**config.mk**
```make
export PLATFORM = sky130hd
export DESIGN_NAME = npu_sigmoid_flat
export DESIGN_NICKNAME = d
export VERILOG_FILES = /design/src/rtl/npu_sigmoid_if.sv /design/src/rtl/npu_sigmoid.sv /design/src/flat_wrapper.sv
export SDC_FILE = /design/constraint.sdc
export NUM_CORES = 1
export LEC_CHECK = 0
export ABC_AREA = 1
export BUFFER_PORTS_ARGS = -buffer_cell sky130_fd_sc_hd__buf_4
export CORE_MARGIN = 3
export CORE_UTILIZATION = 62
export CTS_BUF_LIST = sky130_fd_sc_hd__clkbuf_2 sky130_fd_sc_hd__clkbuf_4 sky130_fd_sc_hd__clkbuf_8
export DETAILED_ROUTE_END_ITERATION = 8
export HOLD_SLACK_MARGIN = 0.12
export PLACE_DENSITY = 0.92
export SYNTH_ARGS = -nofsm -noshare
export SYNTH_HDL_FRONTEND = slang
export SYNTH_SLANG_ARGS = --single-unit
```
**constraint.sdc**
```tcl
create_clock -name CLK -period 8.4 [get_ports CLK]
set_input_delay 1.68 -clock CLK [delete_from_list [all_inputs] [get_ports CLK]]
set_output_delay 1.68 -clock CLK [all_outputs]
set_load 0.01 [all_outputs]
```
**src/rtl/npu_sigmoid_if.sv**
```systemverilog
// Sample/result bundle between the NPU scheduler/MAC and the activation stage.
// The master drives the sample, function select and strobe; the slave returns the activation.
interface npu_sigmoid_if;
    logic [47:0] npu_sigmoid_din;
    logic [1:0]  npu_sched_sigmoid_function_sel;
    logic        npu_sched_sigmoid_input_en;
    logic [15:0] npu_sigmoid_dout;

    modport master (
        output npu_sigmoid_din,
        output npu_sched_sigmoid_function_sel,
        output npu_sched_sigmoid_input_en,
        input  npu_sigmoid_dout
    );

    modport slave (
        input  npu_sigmoid_din,
        input  npu_sched_sigmoid_function_sel,
        input  npu_sched_sigmoid_input_en,
        output npu_sigmoid_dout
    );
endinterface

```
**src/rtl/npu_sigmoid.sv**
```systemverilog
// Activation stage: Q40.8 accumulator -> Q8.8 sigmoid/linear/step/bipolar (bipolar only with NPU_SIGMOID_BIPOLAR_EN).
// Latency: two registers, result valid after the edge following capture; one sample per clock.
// Backpressure: none; the strobe qualifies captures and dout holds its value between samples.
module npu_sigmoid (
    input logic          CLK,
    input logic          npu_rst,
    npu_sigmoid_if.slave bus
);
    logic signed [47:0] din_q;
    logic [1:0]         sel_q;
    logic               vld_q;
    logic [47:0]        mag;
    logic [15:0]        m16;
    logic [15:0]        y16;
    logic [15:0]        sig16;
    logic [15:0]        act;

    always_ff @(posedge CLK or negedge npu_rst) begin
        if (!npu_rst) begin
            din_q <= '0;
            sel_q <= '0;
            vld_q <= 1'b0;
        end else begin
            vld_q <= bus.npu_sched_sigmoid_input_en;
            if (bus.npu_sched_sigmoid_input_en) begin
                din_q <= bus.npu_sigmoid_din;
                sel_q <= bus.npu_sched_sigmoid_function_sel;
            end
        end
    end

    always_comb begin
        // -2^47 negates to itself, which read unsigned is still >= 1280 and clamps
        mag = din_q[47] ? (~din_q + 48'd1) : din_q;
        m16 = (mag >= 48'd1280) ? 16'd1280 : {5'd0, mag[10:0]};

        if (m16 < 16'd256)
            y16 = (m16 >> 2) + 16'd128;
        else if (m16 < 16'd608)
            y16 = (m16 >> 3) + 16'd160;
        else if (m16 < 16'd1280)
            y16 = (m16 >> 5) + 16'd216;
        else
            y16 = 16'd256;

        sig16 = din_q[47] ? (16'd256 - y16) : y16;
        act   = sig16;

        case (sel_q)
            2'd1: begin
                if (din_q > 48'sd32767)
                    act = 16'h7FFF;
                else if (din_q < -48'sd32768)
                    act = 16'h8000;
                else
                    act = din_q[15:0];
            end
            2'd2: act = din_q[47] ? 16'h0000 : 16'h0100;
            2'd3: begin
`ifdef NPU_SIGMOID_BIPOLAR_EN
                act = {sig16[14:0], 1'b0} - 16'd256;
`else
                act = sig16;
`endif
            end
            default: act = sig16;
        endcase
    end

    always_ff @(posedge CLK or negedge npu_rst) begin
        if (!npu_rst)
            bus.npu_sigmoid_dout <= '0;
        else if (vld_q)
            bus.npu_sigmoid_dout <= act;
    end
endmodule

```
**src/flat_wrapper.sv**
```systemverilog
// flat-port wrapper written by rule: the top's interface ports become plain ports
module npu_sigmoid_flat 
  (CLK, npu_rst, bus_npu_sigmoid_din, bus_npu_sched_sigmoid_function_sel, bus_npu_sched_sigmoid_input_en, bus_npu_sigmoid_dout);
  npu_sigmoid_if bus_i ();
  input logic CLK;
  input logic npu_rst;
  input wire logic [$bits(bus_i.npu_sigmoid_din)-1:0] bus_npu_sigmoid_din;
  input wire logic [$bits(bus_i.npu_sched_sigmoid_function_sel)-1:0] bus_npu_sched_sigmoid_function_sel;
  input wire logic [$bits(bus_i.npu_sched_sigmoid_input_en)-1:0] bus_npu_sched_sigmoid_input_en;
  output wire logic [$bits(bus_i.npu_sigmoid_dout)-1:0] bus_npu_sigmoid_dout;
  assign bus_i.npu_sigmoid_din = bus_npu_sigmoid_din;
  assign bus_i.npu_sched_sigmoid_function_sel = bus_npu_sched_sigmoid_function_sel;
  assign bus_i.npu_sched_sigmoid_input_en = bus_npu_sched_sigmoid_input_en;
  assign bus_npu_sigmoid_dout = bus_i.npu_sigmoid_dout;
  npu_sigmoid u_core (.CLK(CLK), .npu_rst(npu_rst), .bus(bus_i));
endmodule
```
==> qor.yml <==
placedInstanceArea_mm2: 0.00594
number_of_cell_rows: 33
post_cts_buffers: 0
layout-drive-gt1-share_pct: 15.3
critPathLaunchType: "flip-flop"
yosysUniqueCellTypes: 39
worst_skew_pair_later_pin_latency_ps: 360
tritoncts.num_buffers: 9
design.portCount: 69
drtPass1Iterations: 7
ys_seq_area_share_pct: 31.0
core-area_mm2: 0.00834
cap_viol_max_count: 0
setup_viol: 0
cp-end-kind: "flip-flop"
max_freq_ghz: 0.196
htree_levels: 3
post-route-util_pct: 73.9
r2r.worst_path.cells: 29
area_delta_synth_final_pct: 14.0
antenna_found_initial: 0
post_synth_instance_area_mm2: 0.00541
grt_setup_unrepaired: "no"
gp_congestion: 1.03
synth_cells: 847
vdd_drop_max_mv: 0.114
worst_ep_required_time_ps: 8650
synth_enable_flop_cells: 0
top_layer: "met4"
met1Wirelength_um: 6470
tightest_slew_ps: 886
n_antenna_cell: 0
critical-path-top-cell-by-count: "sky130_fd_sc_hd__inv_1"
io_buffer_count: 68
postCtsResizedCells: 0
ys_ff_latch: 67
first_global_vias: 5587
clock_skew_ps: 8.41
power_per_cell_area_mw_per_mm2: 153
maxSlewViolCount: 0
wl_per_cell_um: 16.1
final_net_count: 965
yosys_warnings: 0
tritoncts_num_sinks: 67
vias: 5871
root_buffer: "sky130_fd_sc_hd__clkbuf_8"
starting_utilization_of_the_core_area_pct: 64.9
final_hold_viol_count: 0
critical_path_arrival_ps: 5360
drtAntennaViolNets: 0
min_delay_path_depth: 2
drt_iter0_markers: 521
slew_headroom_pct: 40.7
worst-path-max-fanout: 42
global_route_wire_length_before_repair_um: 26800
async_flop_share_pct: 100
synthesis.nets: 910
die_area_mm2: 0.00988
final.period_utilization_pct: 60.8
worst_case_register_to_register_setup_slack_ps: 3290
via_per_inst: 5.80
largest_net_degree_at_the_start_of_global_routing: 97
crit_path_top_delay_cell: "sky130_fd_sc_hd__dfrtp_2"
tritoncts: "built"
wl_met3_um: 1080
worst_hold_path_type: "flip-flop to flip-flop"
dpl.hpwl_um: 12400
clkTransAtPathRegs_ps: 90
critical_path.max_stage_delay_ps: 710
timing_worst_setup_path_type: "flip-flop to flip-flop"
setup-tns-final_ps: 0
die_x_um: 99.4
ctsHoldBuffers: 0
period_needed_ps: 5110
fillers: 700
status: "finished, final reports clean"
grt.overflow.total: 0
yosys_most_used_dff: "sky130_fd_sc_hd__dfrtp_1"
globalRouteTotalUtil_pct: 34.0
routed_wl_um: 16300
drcViolationCount: 0
power_leakage_nw: 3.16
met2_wirelength_um: 7870
maximum_buffer_depth_of_the_clock_tree: 2
post-route-cell-area_mm2: 0.00617
fp.dieH_um: 99.4
post_synth.cell_area_avg_um2: 6.39
==> worst paths after layout <==
path / end / start
worst max-delay path: u_core.bus.npu_sigmoid_dout[10] / u_core.din_q[47]
worst min-delay path: u_core.bus.npu_sigmoid_dout[6] / u_core.bus.npu_sigmoid_dout[6]
worst max register to register: u_core.bus.npu_sigmoid_dout[10] / u_core.din_q[47]
worst min register to register: u_core.bus.npu_sigmoid_dout[6] / u_core.bus.npu_sigmoid_dout[6]
max in group asynchronous: u_core.din_q[47] / npu_rst
min in group asynchronous: u_core.bus.npu_sigmoid_dout[7] / npu_rst
==> registers in the layout, indices dropped and copies added, names as in the netlist <==
name / cells
u_core.bus.npu_sigmoid_dout: 16
u_core.din_q: 48
u_core.sel_q: 2
u_core.vld_q: 1
==> kinds of logic after synthesis <==
| family | share of synthesized area (%) |
|---|---|
| buf+inv | 8.63 |
| flops | 31.0 |
| mux | 1.23 |
| compound gates | 11.4 |
| xor+xnor | 1.94 |
| simple gates | 43.5 |
| fa+ha+maj | 2.31 |
==> cell usage after synthesis, types with 6 or more instances <==
master                       n  area [µm²]
sky130_fd_sc_hd__nand2_1   267        1000
sky130_fd_sc_hd__nor2_1    103         387
sky130_fd_sc_hd__inv_1      87         327
sky130_fd_sc_hd__nand3_1    74         370
sky130_fd_sc_hd__dfrtp_1    67        1680
sky130_fd_sc_hd__o21ai_0    61         305
sky130_fd_sc_hd__a21oi_1    28         140
sky130_fd_sc_hd__nand4_1    20         125
sky130_fd_sc_hd__clkbuf_1   14        52.6
sky130_fd_sc_hd__nor2_2     12        75.1
sky130_fd_sc_hd__xor2_1     12         105
sky130_fd_sc_hd__ha_1       10         125
sky130_fd_sc_hd__o21ai_1    10        50.1
sky130_fd_sc_hd__nand2_2     9        56.3
sky130_fd_sc_hd__a31oi_1     7        43.8
sky130_fd_sc_hd__nand3b_1    6        45.0
==> layout by cell type (no fill, tap or decap), types with 4 or more instances in the layout <==
cell and count:
sky130_fd_sc_hd__nor2_2 12, sky130_fd_sc_hd__a31oi_1 7, sky130_fd_sc_hd__xor2_1 12, sky130_fd_sc_hd__nand4_1 20, sky130_fd_sc_hd__o21ai_2 5, sky130_fd_sc_hd__dfrtp_1 66, sky130_fd_sc_hd__nor2_1 103, sky130_fd_sc_hd__buf_4 69
sky130_fd_sc_hd__mux2_2 5, sky130_fd_sc_hd__clkbuf_8 9, sky130_fd_sc_hd__inv_1 87, sky130_fd_sc_hd__o21ai_0 61, sky130_fd_sc_hd__nand2_2 9, sky130_fd_sc_hd__nand3_1 74, sky130_fd_sc_hd__o21ai_1 10, sky130_fd_sc_hd__nand2_1 267
sky130_fd_sc_hd__nand3b_1 6, sky130_fd_sc_hd__a21oi_1 28, sky130_fd_sc_hd__ha_1 10, sky130_fd_sc_hd__nand2_4 4
==> critical path, delay by kind of cell (launching register included) <==
kind,cells,cell delay (ps)
DFF,1,710
adders and majority gates,2,390
and+or+nand+nor,12,1590
buffers and inverters,8,1410
AOI/OAI and AO/OA,7,880
==> metrics by stage <==
| step | instances | hold slack, ps | setup slack (ps) | power [mW] |
|---|---|---|---|---|
| finish | 1012 | 531 | 3290 | 0.942 |
| global route | 1012 | 563 | 2710 | 0.992 |
| CTS | 1012 | 534 | 3380 | 0.937 |
| detailed placement | 996 | 514 | 3380 | 0.626 |
| global placement | 996 | 512 | 3640 | 0.619 |
| floorplan | 847 | 523 | 4490 | 0.538 |
==> final cells by class <==
type	instances	area (µm²)	area share, %
Multi-Input combinational cell	662	3270	53.0
Sequential cell	67	1680	27.2
Tap cell	105	131	2.13
Inverter	93	352	5.70
Clock inverter	7	98.8	1.60
Clock buffer	9	124	2.01
Timing Repair Buffer	69	518	8.40
==> report_power, final <==
part	internal, mW	total (mW)	switching [mW]
clock network	0.169	0.314	0.145
registers	0.352	0.394	0.0417
logic	0.0843	0.234	0.150
==> routing by layer <==
metal | global-route usage, % | up-vias
li1 | - | 2845
met1 | 41.4 | 2640
met2 | 57.7 | 307
met3 | 5.89 | 79
met4 | 17.3 | 0
met5 | 0 | -
No activity file was read; power rests on OpenSTA's default activity.
